--- src/rtl/ram_sync_init.sv ---
// Single-port synchronous RAM that zeroes itself after reset or on request.
// Reads are pipelined (1 or 2 cycles); same-cycle read/write is read-first or write-first by MODE.
module ram_sync_init #(
    parameter int DATA_W = 8,
    parameter int ADDR_W = 4,
    parameter int RD_LAT = 1,
    parameter int MODE   = 0
) (
    input  logic              Clk,
    input  logic              Rst,
    input  logic              wr_en,
    input  logic              rd_en,
    input  logic [ADDR_W-1:0] Addr,
    input  logic [DATA_W-1:0] wr_data,
    input  logic              clr,
    output logic [DATA_W-1:0] rd_data,
    output logic              rd_valid,
    output logic              busy
);

    localparam int DEPTH = 2 ** ADDR_W;

    typedef enum logic {CLEAR, IDLE} state_t;

    state_t            state_q;
    state_t            state_d;
    logic [ADDR_W-1:0] clr_cnt;
    logic              clr_we;
    logic              wr_fire;
    logic              rd_fire;
    logic [DATA_W-1:0] rd_word;
    logic [DATA_W-1:0] mem [DEPTH];

    // Requests are only honoured in IDLE, and not in the cycle a clear is requested
    always_comb begin
        state_d = state_q;
        busy    = (state_q == CLEAR);
        clr_we  = 1'b0;
        wr_fire = 1'b0;
        rd_fire = 1'b0;
        case (state_q)
            CLEAR: begin
                clr_we = 1'b1;
                if (clr_cnt == {ADDR_W{1'b1}}) state_d = IDLE;
            end
            IDLE: begin
                if (clr) begin
                    state_d = CLEAR;
                end else begin
                    wr_fire = wr_en;
                    rd_fire = rd_en;
                end
            end
            default: state_d = CLEAR;
        endcase
        if (Rst) begin
            clr_we  = 1'b0;
            wr_fire = 1'b0;
            rd_fire = 1'b0;
        end
    end

    always_ff @(posedge Clk) begin
        if (Rst) begin
            state_q <= CLEAR;
            clr_cnt <= '0;
        end else begin
            state_q <= state_d;
            clr_cnt <= (state_q == CLEAR) ? clr_cnt + ADDR_W'(1) : '0;
        end
    end

    always_ff @(posedge Clk) begin
        if (clr_we) mem[clr_cnt] <= '0;
        else if (wr_fire) mem[Addr] <= wr_data;
    end

    // Read data is captured at acceptance so a following clear cannot corrupt it
    assign rd_word = (MODE == 1 && wr_fire) ? wr_data : mem[Addr];

    generate
        if (RD_LAT == 2) begin : g_lat2
            logic              vld_p0;
            logic [DATA_W-1:0] data_p0;

            // Stage p0: capture accepted word
            always_ff @(posedge Clk) begin
                data_p0 <= rd_word;
            end

            // Stage p1: output register, holds while no read is delivered
            always_ff @(posedge Clk) begin
                if (Rst) begin
                    vld_p0   <= 1'b0;
                    rd_valid <= 1'b0;
                    rd_data  <= '0;
                end else begin
                    vld_p0   <= rd_fire;
                    rd_valid <= vld_p0;
                    if (vld_p0) rd_data <= data_p0;
                end
            end
        end else begin : g_lat1
            // Stage p0: output register, holds while no read is delivered
            always_ff @(posedge Clk) begin
                if (Rst) begin
                    rd_valid <= 1'b0;
                    rd_data  <= '0;
                end else begin
                    rd_valid <= rd_fire;
                    if (rd_fire) rd_data <= rd_word;
                end
            end
        end
    endgenerate

endmodule

--- config.mk ---
export PLATFORM = sky130hd
export DESIGN_NAME = ram_sync_init
export DESIGN_NICKNAME = d
export VERILOG_FILES = /design/src/rtl/ram_sync_init.sv
export SDC_FILE = /design/constraint.sdc
export NUM_CORES = 1
export LEC_CHECK = 0
export ABC_AREA = 1
export CAP_MARGIN = 10
export CORE_ASPECT_RATIO = 0.75
export CORE_MARGIN = 2
export CORE_UTILIZATION = 62
export CTS_CLUSTER_DIAMETER = 60
export DETAILED_ROUTE_END_ITERATION = 8
export PLACE_DENSITY_LB_ADDON = 0.2
export SYNTH_ARGS = -nofsm -noshare
export SYNTH_HDL_FRONTEND = slang
export SYNTH_SLANG_ARGS = --single-unit
--- constraint.sdc ---
create_clock -name Clk -period 3.2 [get_ports Clk]
set_input_delay 0.48 -clock Clk [delete_from_list [all_inputs] [get_ports Clk]]
set_output_delay 0.48 -clock Clk [all_outputs]
set_load 0.02 [all_outputs]
# == Yosys cells after proc, flatten, opt, wreduce, memory -nomap -nowiden ==
# Memories as Yosys holds them, arrays and structs flattened. A register that Yosys moved wholly into a read port is not among the register bits.
# Cells that the tools add are included.
# classes
eq_ne,1
n_mux,19
reduce_logical,2
bitwise,1
n_addsub,1
# ops
cell,n
1-bit 2-to-1 mux,16
8-bit 2-to-1 mux,1
8-bit OR reduction,1
4-bit by 1-bit adder with 4-bit output (second input constant),1
4-bit == test (second input constant),1
4-bit 2-to-1 mux,1
1-bit one-hot mux with 2 select lines,1
2-bit OR reduction,1
1-bit inverter,1
# totals
register_bits,6
mem_count,1
out_inout_bits,10
ram_bits,128
inputBits,17
# mem_list
name,depth,width,read_ports,rd_ports_with_merged_regs,wr,line,text
mem,16,8,1,1,1,32,logic [DATA_W-1:0] mem [DEPTH];

# == Logic depth before layout (Yosys ltp) ==
# depth
ltp_word,8
ltp_mapped,11
depth_no_buf,9

# == Worst setup path after synthesis ==
# No wires, ideal clock.
# synth_timing
path_kind,input-to-reg
start,input Addr[2]
end,"memory mem[4][0], enable pin"
path_buffers,1
t_arrival_ns,1.530
path_stages,5
path_slack_ns,1.300
setup_ns,0.370
path_cell_list,buf_4 clkinv_1 o21ai_2 nand3_2 nor2_1
# synth_between
elab_chain_cells,1
# synth_rtl
item,line,text
from (decl),13,"input logic [ADDR_W-1:0] Addr,"
4-bit 2-to-1 mux (no line),-,
to (decl),32,
# Every way passes these cells.

# == Worst setup path in the final report ==
# layout_timing
start,input Rst
end,"memory mem[11][7], enable pin"
# layout_between
elab_chain_cells,6
word_cells_on_any_way,10
cone_classes,mux: 9; reduce/logical: 1
# layout_rtl
item,line,text
from (decl),10,"input logic Rst,"
1-bit 2-to-1 mux,56,if (Rst) begin
1-bit 2-to-1 mux,75,else if (wr_fire) mem[Addr] <= wr_data;
1-bit 2-to-1 mux,74,if (clr_we) mem[clr_cnt] <= '0;
1-bit 2-to-1 mux (implied by the code),75,
8-bit OR reduction (no line),-,
4-bit 2-to-1 mux (no line) or 1-bit 2-to-1 mux (tied branches),-,
# Parallel ways exist; a longest one is shown, timed or not.

==> metrics.txt <==
Nets=675; FF-to-FF End=mem[11][7]; placed standard-cell area=0.00658 mm²; FILL cells=703; die area=0.0108 mm²; final core area utilization=73.9%; horizontal extent of the die=119 µm; result of the run=completed; iteration-0 DRC count of the detailed router=498; proportion of layout cells with a drive suffix above 1=10.1%; # port buffers=26; insertion delay to the later sink of the worst-skew pair=0.42 ns; detailed-placement wirelength estimate=9360 µm; Residual DRC=0; global-route wire length before repair=22400 µm; fin crit period=2.43 ns; Pins Over Slew Limit=0; DR vias=4320; aggregate global routing overflow=0; number of gates resized after CTS=0; count of boundary I/O pins=27; number of antenna violations at the first check in global routing=0; average wire per standard cell=18.0 µm; count of endpoints failing setup in the final report=0; setup slack of the worst register-to-register path=a little under 1 ns; number of buffers inserted to repair setup after CTS=0; Worst slew margin=between 50% and 60%; Sum Neg Setup Slack=0 ns; slowest CP cell=nor2_1; sequential cell area fraction in the yosys report=66.6%; number of synthesized register bits=142; post-route standard cell area excluding fillers=a little over 0.007 mm²; class of the most critical hold timing path=flip-flop to flip-flop; largest buffer count on any clock path=2; Post-Synthesis Cell Area=0.00619 mm²; cell count after synthesis=623; endpoint type of the worst setup path=flip-flop; Worst Path Required=3.25 ns; number of antenna repair diodes=0; Clock H-tree levels=4; max-cap viol count=0; number of global-route vias before repair=4196; critical path fanouts, max=17; Root Driver=clkbuf_16; layout overhead on the synthesized area=15.8%; Buf/Inv on CP=3; count of endpoints failing hold in the final timing report=0; CP peak stage delay=0.59 ns; worst slack at placement=0.369 ns; Cells after DPL=770; fin worst setup slack=0.769 ns; kind of critical path=input pin to flip-flop; cells on worst reg2reg path=8; largest clock skew in the final design=slightly below 0.007 ns; library cells used by synthesis=23; TritonCTS clock tree=done; leak pwr=3.13 nW; routed wire length=14400 µm; Final Non-Filler Cells=802; total routing resource utilization after global routing=between 20% and 30%; count of clock tree sinks=142; ANT nets after route=0; CP startpoint kind=input pin; net count of the mapped netlist=between 600 and 700; Final Hold Slack=0.502 ns; routability-driven placement congestion ratio=0.930; RR Startpoint=state_q; cell count along the critical path=8; number of iterations in the first detailed-routing pass=5; number of hold buffers added after cts=0; list of cells traversed by the critical path=clkdlybuf4s50_1 > inv_2 > nand3_4 > nand2_1 > o21ai_2 > inv_1 > nand3_2 > nor2_1; top achievable clock speed=411 MHz; total clock buffers created by CTS=17; Peak supply drop=0.436 mV; transition time of the tightest slew-check pin=0.724 ns; post-synthesis average cell area=9.94 µm²; critical path data arrival time=2.48 ns; PnR Total Power=between 4 and 5 mW; number of synthesis warnings=0; crit path capture=mem[11][7]; pin count of the biggest net entering global routing=65; setup repair after global routing missed its margin=no; crit share post-route=between 70% and 80%; clock-pin slew on the worst setup and hold paths=0.06 ns; power per unit of standard cell area=585 mW/mm²; core region area=0.00970 mm²; # rows=31; height of the chip=90.5 µm; via/cell ratio=5.39; initial core utilization=~64%; kind of cell with the highest combined delay on the critical path=simple AND/OR/NAND/NOR gates; Worst setup startpoint=Rst
sequential cells by signal (all words and copies together), names as in the netlist:
register / count
rd_valid: 1
mem: 128
clr_cnt: 4
rd_data: 8
state_q: 1
kinds of logic after synthesis:
logic type / share of synthesized area (%)
DFF: 66.6
and+or+nand+nor: 24.2
AOI/OAI and AO/OA: 0.869
buffers and inverters: 8.14
adders and majority gates: 0.202
worst min path at each step:
stage	start	to	slack, ns	cells past startpoint
CTS	clr_cnt[0]	clr_cnt[0]	0.51	1
detailed placement	clr_cnt[0]	clr_cnt[0]	0.50	1
floorplan	clr_cnt[0]	clr_cnt[0]	0.43	1
finish	clr_cnt[0]	clr_cnt[0]	0.50	1
global route	clr_cnt[0]	clr_cnt[0]	0.53	1
global placement	clr_cnt[0]	clr_cnt[0]	0.50	1
where the power goes:
part | total [mW] | leakage, nW | switching [mW] | internal (mW)
clock network | 1.95 | 0.290 | 0.713 | 1.23
logic | 0.222 | 1.69 | 0.152 | 0.0697
registers | 2.03 | 1.15 | 0.00832 | 2.02
per-layer routing:
metal	track usage (%)	part of all wire [%]	up-vias
li1	-	-	2071
met1	40.9	43	2004
met2	42.4	44	214
met3	8.78	11	31
met4	11.7	2.5	0
met5	0	0	-
cell type report:
cell class | instances | area, µm² | share of cell area [%]
Timing Repair Buffer | 42 | 375 | 5.23
Inverter | 94 | 353 | 4.92
Multi-Input combinational cell | 360 | 1560 | 21.8
Sequential cell | 142 | 4120 | 57.5
Clock buffer | 19 | 443 | 6.18
Clock inverter | 13 | 148 | 2.06
Tap cell | 132 | 165 | 2.30
synthesized netlist by cell type (all sizes together):
cell type | instances | area share (%)
clkinv | 1 | 0.061
inv | 93 | 5.6
buf | 26 | 2.4
a31oi | 1 | 0.10
dfxtp | 14 | 4.5
nor3 | 1 | 0.081
nor2 | 29 | 1.9
nand2 | 227 | 14
o21ai | 4 | 0.57
o21bai | 1 | 0.12
clkbuf | 1 | 0.061
a21oi | 1 | 0.081
edfxtp | 128 | 62
nand3 | 95 | 8.3
ha | 1 | 0.20
worst register-to-register path, stage by stage (launching register included):
cell	delay [ns]
dfxtp_1	0.32
inv_2	0.06
nor2_4	0.13
nand3_4	0.22
nand2_1	0.17
o21ai_2	0.09
inv_1	0.11
nand3_2	0.15
nor2_1	0.59
cells in the final DEF (no fill, tap or decap), types with 2 or more instances in the layout:
cell / netlist / routed
dfxtp_1: 14 / 14
nand3_2: 5 / 5
nor2_1: 28 / 28
nand2_2: 4 / 4
nand2_1: 223 / 223
nand3_1: 89 / 89
bufinv_16: 0 / 3
buf_4: 5 / 16
clkinv_1: 1 / 2
o21ai_2: 4 / 4
inv_1: 87 / 87
inv_2: 6 / 6
edfxtp_1: 128 / 128
clkbuf_16: 0 / 17
clkdlybuf4s50_1: 0 / 25
clkinvlp_4: 0 / 2
clkinv_2: 0 / 6
Note: power is estimated with default switching activity, not from simulation.
